$ cat src/rtl/pipe_hazard_if.sv
// Pipeline <-> hazard controller signal bundle: stage hazard inputs and stage-register control outputs.
// master = pipeline datapath side, slave = pipe_hazard_ctrl.
interface pipe_hazard_if;
    logic [4:0] id_rs1_i;
    logic [4:0] id_rs2_i;
    logic       id_rs1_used_i;
    logic       id_rs2_used_i;
    logic [4:0] ex_rd_i;
    logic       ex_reg_write_i;
    logic       ex_mem_read_i;
    logic [4:0] mem_rd_i;
    logic       mem_reg_write_i;
    logic       branch_taken_i;
    logic       mem_req_i;
    logic       mem_ready_i;
    logic       pc_hold_o;
    logic       if_id_suspend_o;
    logic       if_id_flush_o;
    logic       id_ex_suspend_o;
    logic       id_ex_flush_o;
    logic       ex_mem_suspend_o;
    logic       mem_wb_flush_o;

    modport master (
        output id_rs1_i, id_rs2_i, id_rs1_used_i, id_rs2_used_i,
               ex_rd_i, ex_reg_write_i, ex_mem_read_i,
               mem_rd_i, mem_reg_write_i, branch_taken_i, mem_req_i, mem_ready_i,
        input  pc_hold_o, if_id_suspend_o, if_id_flush_o, id_ex_suspend_o,
               id_ex_flush_o, ex_mem_suspend_o, mem_wb_flush_o
    );

    modport slave (
        input  id_rs1_i, id_rs2_i, id_rs1_used_i, id_rs2_used_i,
               ex_rd_i, ex_reg_write_i, ex_mem_read_i,
               mem_rd_i, mem_reg_write_i, branch_taken_i, mem_req_i, mem_ready_i,
        output pc_hold_o, if_id_suspend_o, if_id_flush_o, id_ex_suspend_o,
               id_ex_flush_o, ex_mem_suspend_o, mem_wb_flush_o
    );
endinterface

$ cat src/rtl/pipe_hazard_ctrl.sv
// Stall/flush controller for the 5-stage pipeline: RAW, branch redirect and data-memory wait handling.
// Optional macro PIPE_FORWARD_EN: forwarding network present, only load-use stalls.
//
// state       | meaning
// ST_RUN      | normal flow, combinational hazard resolution
// ST_MEM_WAIT | data memory access outstanding, wait_cnt counts wait cycles
// ST_ERR      | memory timeout, pipeline frozen until reset
module pipe_hazard_ctrl #(
    parameter int MEM_TIMEOUT = 16,
    parameter int CNT_W       = 16
) (
    input  logic             clk_i,
    input  logic             rst_n_i,
    pipe_hazard_if.slave     hz,
    output logic             mem_timeout_o,
    output logic [1:0]       state_o,
    output logic [CNT_W-1:0] stall_cnt_o,
    output logic [CNT_W-1:0] flush_cnt_o
);
    typedef enum logic [1:0] {
        ST_RUN      = 2'd0,
        ST_MEM_WAIT = 2'd1,
        ST_ERR      = 2'd2
    } state_t;

    localparam logic [15:0] WAIT_LAST = 16'(MEM_TIMEOUT - 1);

    state_t      state_q, state_n;
    logic [15:0] wait_cnt_q, wait_cnt_n;
    logic        mem_busy;
    logic        raw_ex;
    logic        data_hazard;
    logic        branch_flush;
    logic        unused_ok;

    assign mem_busy = hz.mem_req_i & ~hz.mem_ready_i;
    assign raw_ex   = (hz.ex_rd_i != 5'd0) &
                      ((hz.id_rs1_used_i & (hz.id_rs1_i == hz.ex_rd_i)) |
                       (hz.id_rs2_used_i & (hz.id_rs2_i == hz.ex_rd_i)));

`ifdef PIPE_FORWARD_EN
    assign data_hazard = hz.ex_mem_read_i & raw_ex;
    assign unused_ok   = &{1'b0, hz.ex_reg_write_i, hz.mem_reg_write_i, hz.mem_rd_i};
`else
    logic raw_mem;
    // WB needs no check: the register file is write-first.
    assign raw_mem     = (hz.mem_rd_i != 5'd0) &
                         ((hz.id_rs1_used_i & (hz.id_rs1_i == hz.mem_rd_i)) |
                          (hz.id_rs2_used_i & (hz.id_rs2_i == hz.mem_rd_i)));
    assign data_hazard = (hz.ex_reg_write_i & raw_ex) | (hz.mem_reg_write_i & raw_mem);
    assign unused_ok   = &{1'b0, hz.ex_mem_read_i};
`endif

    always_comb begin
        hz.pc_hold_o        = 1'b0;
        hz.if_id_suspend_o  = 1'b0;
        hz.if_id_flush_o    = 1'b0;
        hz.id_ex_suspend_o  = 1'b0;
        hz.id_ex_flush_o    = 1'b0;
        hz.ex_mem_suspend_o = 1'b0;
        hz.mem_wb_flush_o   = 1'b0;
        branch_flush        = 1'b0;
        if (state_q == ST_ERR) begin
            hz.pc_hold_o        = 1'b1;
            hz.if_id_suspend_o  = 1'b1;
            hz.id_ex_suspend_o  = 1'b1;
            hz.ex_mem_suspend_o = 1'b1;
        end else if (mem_busy) begin
            hz.pc_hold_o        = 1'b1;
            hz.if_id_suspend_o  = 1'b1;
            hz.id_ex_suspend_o  = 1'b1;
            hz.ex_mem_suspend_o = 1'b1;
            hz.mem_wb_flush_o   = 1'b1;
        end else if (hz.branch_taken_i) begin
            // Redirect kills the ID instruction, so any load-use stall on it is moot.
            hz.if_id_flush_o = 1'b1;
            hz.id_ex_flush_o = 1'b1;
            branch_flush     = 1'b1;
        end else if (data_hazard) begin
            hz.pc_hold_o       = 1'b1;
            hz.if_id_suspend_o = 1'b1;
            hz.id_ex_flush_o   = 1'b1;
        end
    end

    always_comb begin
        state_n    = state_q;
        wait_cnt_n = wait_cnt_q;
        case (state_q)
            ST_RUN: begin
                if (mem_busy) begin
                    state_n    = ST_MEM_WAIT;
                    wait_cnt_n = 16'd1;
                end
            end
            ST_MEM_WAIT: begin
                // Leaving on ~mem_busy also recovers if the request is withdrawn.
                if (!mem_busy) begin
                    state_n    = ST_RUN;
                    wait_cnt_n = 16'd0;
                end else if (wait_cnt_q == WAIT_LAST) begin
                    state_n    = ST_ERR;
                    wait_cnt_n = 16'd0;
                end else begin
                    wait_cnt_n = wait_cnt_q + 16'd1;
                end
            end
            ST_ERR:  state_n = ST_ERR;
            default: begin
                state_n    = ST_RUN;
                wait_cnt_n = 16'd0;
            end
        endcase
    end

    always_ff @(posedge clk_i or negedge rst_n_i) begin
        if (!rst_n_i) begin
            state_q       <= ST_RUN;
            wait_cnt_q    <= 16'd0;
            mem_timeout_o <= 1'b0;
            stall_cnt_o   <= '0;
            flush_cnt_o   <= '0;
        end else begin
            state_q       <= state_n;
            wait_cnt_q    <= wait_cnt_n;
            mem_timeout_o <= (state_n == ST_ERR);
            if (hz.pc_hold_o && (stall_cnt_o != {CNT_W{1'b1}}))
                stall_cnt_o <= stall_cnt_o + 1'b1;
            if (branch_flush && (flush_cnt_o != {CNT_W{1'b1}}))
                flush_cnt_o <= flush_cnt_o + 1'b1;
        end
    end

    assign state_o = state_q;
endmodule
$ cat src/flat_wrapper.sv
// flat-port wrapper written by rule: the top's interface ports become plain ports
module pipe_hazard_ctrl_flat 
#(
    parameter int MEM_TIMEOUT = 16,
    parameter int CNT_W       = 16
)
  (clk_i, rst_n_i, mem_timeout_o, state_o, stall_cnt_o, flush_cnt_o, hz_id_rs1_i, hz_id_rs2_i, hz_id_rs1_used_i, hz_id_rs2_used_i, hz_ex_rd_i, hz_ex_reg_write_i, hz_ex_mem_read_i, hz_mem_rd_i, hz_mem_reg_write_i, hz_branch_taken_i, hz_mem_req_i, hz_mem_ready_i, hz_pc_hold_o, hz_if_id_suspend_o, hz_if_id_flush_o, hz_id_ex_suspend_o, hz_id_ex_flush_o, hz_ex_mem_suspend_o, hz_mem_wb_flush_o);
  pipe_hazard_if hz_i ();
  input  logic clk_i;
  input  logic rst_n_i;
  output logic mem_timeout_o;
  output logic [1:0] state_o;
  output logic [CNT_W-1:0] stall_cnt_o;
  output logic [CNT_W-1:0] flush_cnt_o;
  input wire logic [$bits(hz_i.id_rs1_i)-1:0] hz_id_rs1_i;
  input wire logic [$bits(hz_i.id_rs2_i)-1:0] hz_id_rs2_i;
  input wire logic [$bits(hz_i.id_rs1_used_i)-1:0] hz_id_rs1_used_i;
  input wire logic [$bits(hz_i.id_rs2_used_i)-1:0] hz_id_rs2_used_i;
  input wire logic [$bits(hz_i.ex_rd_i)-1:0] hz_ex_rd_i;
  input wire logic [$bits(hz_i.ex_reg_write_i)-1:0] hz_ex_reg_write_i;
  input wire logic [$bits(hz_i.ex_mem_read_i)-1:0] hz_ex_mem_read_i;
  input wire logic [$bits(hz_i.mem_rd_i)-1:0] hz_mem_rd_i;
  input wire logic [$bits(hz_i.mem_reg_write_i)-1:0] hz_mem_reg_write_i;
  input wire logic [$bits(hz_i.branch_taken_i)-1:0] hz_branch_taken_i;
  input wire logic [$bits(hz_i.mem_req_i)-1:0] hz_mem_req_i;
  input wire logic [$bits(hz_i.mem_ready_i)-1:0] hz_mem_ready_i;
  output wire logic [$bits(hz_i.pc_hold_o)-1:0] hz_pc_hold_o;
  output wire logic [$bits(hz_i.if_id_suspend_o)-1:0] hz_if_id_suspend_o;
  output wire logic [$bits(hz_i.if_id_flush_o)-1:0] hz_if_id_flush_o;
  output wire logic [$bits(hz_i.id_ex_suspend_o)-1:0] hz_id_ex_suspend_o;
  output wire logic [$bits(hz_i.id_ex_flush_o)-1:0] hz_id_ex_flush_o;
  output wire logic [$bits(hz_i.ex_mem_suspend_o)-1:0] hz_ex_mem_suspend_o;
  output wire logic [$bits(hz_i.mem_wb_flush_o)-1:0] hz_mem_wb_flush_o;
  assign hz_i.id_rs1_i = hz_id_rs1_i;
  assign hz_i.id_rs2_i = hz_id_rs2_i;
  assign hz_i.id_rs1_used_i = hz_id_rs1_used_i;
  assign hz_i.id_rs2_used_i = hz_id_rs2_used_i;
  assign hz_i.ex_rd_i = hz_ex_rd_i;
  assign hz_i.ex_reg_write_i = hz_ex_reg_write_i;
  assign hz_i.ex_mem_read_i = hz_ex_mem_read_i;
  assign hz_i.mem_rd_i = hz_mem_rd_i;
  assign hz_i.mem_reg_write_i = hz_mem_reg_write_i;
  assign hz_i.branch_taken_i = hz_branch_taken_i;
  assign hz_i.mem_req_i = hz_mem_req_i;
  assign hz_i.mem_ready_i = hz_mem_ready_i;
  assign hz_pc_hold_o = hz_i.pc_hold_o;
  assign hz_if_id_suspend_o = hz_i.if_id_suspend_o;
  assign hz_if_id_flush_o = hz_i.if_id_flush_o;
  assign hz_id_ex_suspend_o = hz_i.id_ex_suspend_o;
  assign hz_id_ex_flush_o = hz_i.id_ex_flush_o;
  assign hz_ex_mem_suspend_o = hz_i.ex_mem_suspend_o;
  assign hz_mem_wb_flush_o = hz_i.mem_wb_flush_o;
  pipe_hazard_ctrl #(.MEM_TIMEOUT(MEM_TIMEOUT), .CNT_W(CNT_W)) u_core (.clk_i(clk_i), .rst_n_i(rst_n_i), .hz(hz_i), .mem_timeout_o(mem_timeout_o), .state_o(state_o), .stall_cnt_o(stall_cnt_o), .flush_cnt_o(flush_cnt_o));
endmodule
$ cat config.mk
export PLATFORM = sky130hd
export DESIGN_NAME = pipe_hazard_ctrl_flat
export DESIGN_NICKNAME = d
export VERILOG_FILES = /design/src/rtl/pipe_hazard_if.sv /design/src/rtl/pipe_hazard_ctrl.sv /design/src/flat_wrapper.sv
export SDC_FILE = /design/constraint.sdc
export NUM_CORES = 1
export LEC_CHECK = 0
export ABC_AREA = 1
export CAP_MARGIN = 25
export CORE_UTILIZATION = 40
export CTS_BUF_LIST = sky130_fd_sc_hd__clkbuf_16
export CTS_CLUSTER_SIZE = 8
export DETAILED_ROUTE_END_ITERATION = 12
export GPL_TIMING_DRIVEN = 0
export PLACE_DENSITY = 0.68
export SLEW_MARGIN = 5
export SYNTH_ARGS = -nofsm -noshare
export SYNTH_HDL_FRONTEND = slang
export SYNTH_SLANG_ARGS = --single-unit
$ cat constraint.sdc
create_clock -name clk_i -period 1.4 [get_ports clk_i]
set_input_delay 0.21 -clock clk_i [delete_from_list [all_inputs] [get_ports clk_i]]
set_output_delay 0.21 -clock clk_i [all_outputs]
set_load 0.01 [all_outputs]
* Yosys cells after proc, flatten, opt, wreduce, memory -nomap -nowiden
Cells that the tools add are included.
** Storage, ports and cells
- Register bits :: 51
- Input port bits :: 30
- Output and inout port bits :: 42
- Logic and storage cells :: 60
** Cells by class
- Add/subtract/negate cells :: 3
- Equality and inequality tests :: 11
- Muxes and demuxes :: 21
- Bitwise logic cells :: 14
- Reductions and logical operators :: 6
** Operators by type and width (count)
- $add A16 B1 Y16 const B :: 3
- $mux W16 :: 3
- $pmux W16 S3 :: 1
- $ne A16 B16 Y1 const B :: 2
- $eq A5 B5 Y1 :: 4
- $eq A16 B4 Y1 const B :: 1
- $mux W1 :: 13
- $reduce_bool A5 Y1 :: 2
- $and A1 B1 Y1 :: 9
- $mux W2 :: 3
- $pmux W2 S3 :: 1
- $eq A2 B2 Y1 const B :: 2
- $or A1 B1 Y1 :: 3
- $eq A2 B1 Y1 const B :: 1
- $logic_and A1 B1 Y1 :: 2
- $logic_not A2 Y1 :: 1
- $ne A2 B1 Y1 const B :: 1
- $not A1 Y1 :: 2
- $reduce_and A2 Y1 :: 1

* Logic depth before layout (Yosys ltp)
- Depth in word-level cells :: 11
- Depth in mapped cells :: 12
- Mapped depth without buffers :: 11

* Worst setup path after synthesis
OpenSTA, ideal clock, no wires.
- Kind :: flip-flop to output port
- Start :: register u_core.state_q[0], in the netlist u_core.state_o[0]
- End :: output hz_pc_hold_o
- Data arrival time :: 1.562 ns
- Data required time :: 1.190 ns
- Slack :: -0.372 ns
- Stages on the path, launching flop included :: 10
- Path buffers :: 2
- Cell sequence :: dfrtp_1 inv_2 nand2_2 nand2_2 nor2_4 inv_2 buf_1 nand2_1 inv_1 buf_4
** On the way
- Word-level cells in the longest chain between the ends :: 2
** Ends and longest elaborated chain
- start, declared :: line pipe_hazard_ctrl.sv:28 : state_t state_q, state_n;
- start signal, assigned :: line pipe_hazard_ctrl.sv:124 : state_q <= state_n;
- $eq A2 B2 Y1 :: line pipe_hazard_ctrl.sv:63 : if (state_q == ST_ERR) begin
- $mux W1
- end, declared :: line flat_wrapper.sv:27 : output wire logic [$bits(hz_i.pc_hold_o)-1:0] hz_pc_hold_o;
No other way between the ends.

* Worst setup path after layout
- Start :: register u_core.stall_cnt_o[1]
- End :: register u_core.stall_cnt_o[8]
** On the way
- Word-level cells in the longest chain between the ends :: 2
- Elaborated cells on any way between the ends :: 3
- Those cells by class :: 1 x add/sub; 1 x eq/ne; 1 x reduce/logical
** Ends and longest elaborated chain
- start, declared :: line pipe_hazard_ctrl.sv:17 : output logic [CNT_W-1:0] stall_cnt_o,
- start signal, assigned :: line pipe_hazard_ctrl.sv:128 : stall_cnt_o <= stall_cnt_o + 1'b1;
- parallel branches: the longest is 2 deep, another holds $add A16 B1 Y16
Several ways; the timed one is not identified.
A chain may end at the register's enable or synchronous reset.

==> results.tsv <==
metric	value	unit
clock_sinks	51	
synth-simple-area-share	38.1	%
antenna_found_initial	0	
drcViolationCount	0	
busiest_layer	met2	
nets	650	
synth_edf_count	0	
avgSynthCellArea	7.11	sq um
worstSetupStartpointType	flop	
vias	3634	
setup_violations	45	
final_hold_viol_count	23	
p_leak	2.76	nW
grt_use_met2	41.4	%
seq_area	0.00129	sq mm
crit_type	flop to flop	
synth_top_family_by_area	simple AND/OR/NAND/NOR gates	
clock_latency	0.29	ns
overflow	0	
seq_power_share	47.3	%
period_share	119	%
grt_pass1_wl	15800	um
multi_input_area	0.00213	sq mm
yosysTopAreaCell	dfrtp_1	
post-synth-top-count-cell	nand2_1	
grtUsageMet3	3.20	%
ios	72	
clockPowerShare	44.7	%
period_needed	1.66	ns
tightestPinTransition	0.757	ns
fmax	601	MHz
synth_area_leaders	dfrtp_1 39%, nand2_1 16%, inv_1 7.0%, xor2_1 5.9%, nor2_1 5.9%	
crit_path_max_fanout	6	
grt_max_degree	32	
first_pass_iters	4	
yosysSeqAreaShare	39.1	%
routed_wl	10200	um
synth.top_cells.by_count	142 x nand2_1, 61 x inv_1, 51 x dfrtp_1, 51 x nor2_1, 36 x nand3_1	
synthDominantCellAreaShare	39.1	%
post_drt_wl_per_cell	14.1	um
syn-cell-area	0.00326	sq mm
antenna_cells	0	
cts-root-buf	clkbuf_16	
synth-compound-area-share	4.49	%
min-delay-path-class	input port to asynchronous set/reset pin	
syn_inst	459	
cp.arrival	1.90	ns
synth-main-ff-cell	dfrtp_1	
synthMuxAreaShare	0	%
sw_frac_of_total	22.5	%
cp.required	1.63	ns
finalClockSkew	0.00698	ns
ir_drop	0.000587	V
clkTransAtPathRegs	0.07	ns
hold_slack	-0.00637	ns
grt_pass1_vias	3474	
p_int	2.42	mW
die_w	92.3	um
max_cap_viol_count	0	
worst_slack	-0.263	ns
synth_seq_cells	51	
ys_types	31	
htree_levels	2	
violations	hold timing, setup timing	
ant_nets	0	
powerDensity	592	mW/mm^2
use_met1	28.2	%
rows	32	
start_util	41.8	%
die_area	0.00852	sq mm
gp_congestion	0.870	
io_buffers	70	
p_sw	0.704	mW
synthesis.nets	492	
drv_slew	0	
r2r_start	u_core.stall_cnt_o[1]	
layout-area-overhead-vs-synth	61.8	%
coreArea	0.00781	sq mm
maxSlewHeadroom	49.5	%
detailed_place_hpwl	6020	um
async_flop_share	100	%
first_iter_violations	155	
rsz0062_at_grt	yes	
die_height	92.3	um
fill_cells	623	
synth_fa_ha_area_share	1.15	%
fin_setup_tns	-8.14	ns
clockBufferDepth	2	
tritoncts	built	
end_kind	flop	
synth_warnings	0	
drive_above_1_share	38.7	%
critPathLaunch	u_core.stall_cnt_o[1]	
grt.total_usage	23.1	%
final_core_util	67.6	%
status	finished, violations left	
post_drt_via_cell_ratio	5.05	
cts_inserted_buffers	5	
synth_xor_area_share	8.59	%
p_comb_share	8.0	%
## routing by layer
metal / vias to the layer above / routed length [um]
li1: 1782 / -
met1: 1733 / 4380
met2: 106 / 5130
met3: 13 / 471
met4: 0 / 186
met5: - / 0
## cells in the final DEF (no fill, tap or decap), types with 4 or more instances in the layout
master and instances:
clkdlybuf4s15_1 5, nand3_4 7, clkbuf_2 11, nand3_2 11
nand4_1 21, nor3_1 7, nand2_4 7, nand2_2 27
inv_2 17, nand2_1 112, clkbuf_16 5, inv_4 5
buf_6 15, clkdlybuf4s50_1 4, dfrtp_2 11, o21ai_1 9
buf_2 8, nor2_1 37, nand3_1 21, dfrtp_1 40
buf_4 73, dlygate4sd2_1 34, xor2_1 21, nor2_4 9
inv_1 42, nor2_2 9, xnor2_1 9
## critical path, stage by stage (launching register included)
cell and delay, ns:
dfrtp_1 0.44, ha_4 0.18, nand2_4 0.06, nor2_4 0.11, nand2_2 0.08, nor2_4 0.16
nand3_4 0.16, nand3_4 0.14, buf_6 0.15, nand2_2 0.06, nand2_2 0.05
## cells by family after synthesis
family	count (synthesis)
simple gates	277
buf+inv	70
flops	51
xor+xnor	32
compound gates	26
fa+ha+maj	3
## registers in the layout, summed over array words and instances (netlist names)
register and flops:
u_core.stall_cnt_o 16, u_core.flush_cnt_o 16, u_core.state_o 2, u_core.wait_cnt_q 16, u_core.mem_timeout_o 1
## power groups by stage
stage / Clock, mW / Sequential [mW] / Combinational (mW)
after floorplan: 0 / 1.51 / 0.0901
after global placement: 0 / 1.51 / 0.234
after detailed placement: 0 / 1.51 / 0.244
after CTS: 1.41 / 1.48 / 0.243
after global routing: 1.48 / 1.48 / 0.283
final: 1.40 / 1.48 / 0.250
## worst paths after layout
kind,to,slack (ns),cells past startpoint
max in group asynchronous,u_core.stall_cnt_o[6],0.84,2
worst min register to register,u_core.flush_cnt_o[9],0.49,1
min in group clk_i,u_core.flush_cnt_o[9],0.49,1
worst max-delay path,u_core.stall_cnt_o[8],-0.26,10
worst max register to register,u_core.stall_cnt_o[8],-0.26,10
worst min-delay path,u_core.flush_cnt_o[5],-0.006,1
## repair_timing
action	4_1_cts	5_1_grt
buffers inserted	59	20
gates resized for setup	181	77
endpoints found under the setup margin	84	59
pin swaps	37	47
hold buffers	0	0
cloned	2	0
## stage by stage
step                      area [sq um]  hold slack [ns]  cells  total power [mW]  worst slack [ns]
after global routing              5280           0.0515    720              3.24            -0.329
after floorplan                   3390          -0.0856    459              1.60            -0.186
after global placement            4220            0.483    631              1.74             -1.65
after CTS                         5010           0.0173    701              3.13            -0.256
final                             5280         -0.00637    720              3.13            -0.263
after detailed placement          4240            0.320    632              1.75             -1.24
## cell type report
| cell class | count | area share [%] |
|---|---|---|
| Inverter | 64 | 4.79 |
| Tap cell | 102 | 2.42 |
| Clock inverter | 3 | 0.830 |
| Sequential cell | 51 | 24.4 |
| Buffer | 6 | 1.21 |
| Clock buffer | 5 | 2.37 |
| Timing Repair Buffer | 151 | 23.6 |
| Multi-Input combinational cell | 338 | 40.4 |
Note: power is estimated with default switching activity, not from simulation.
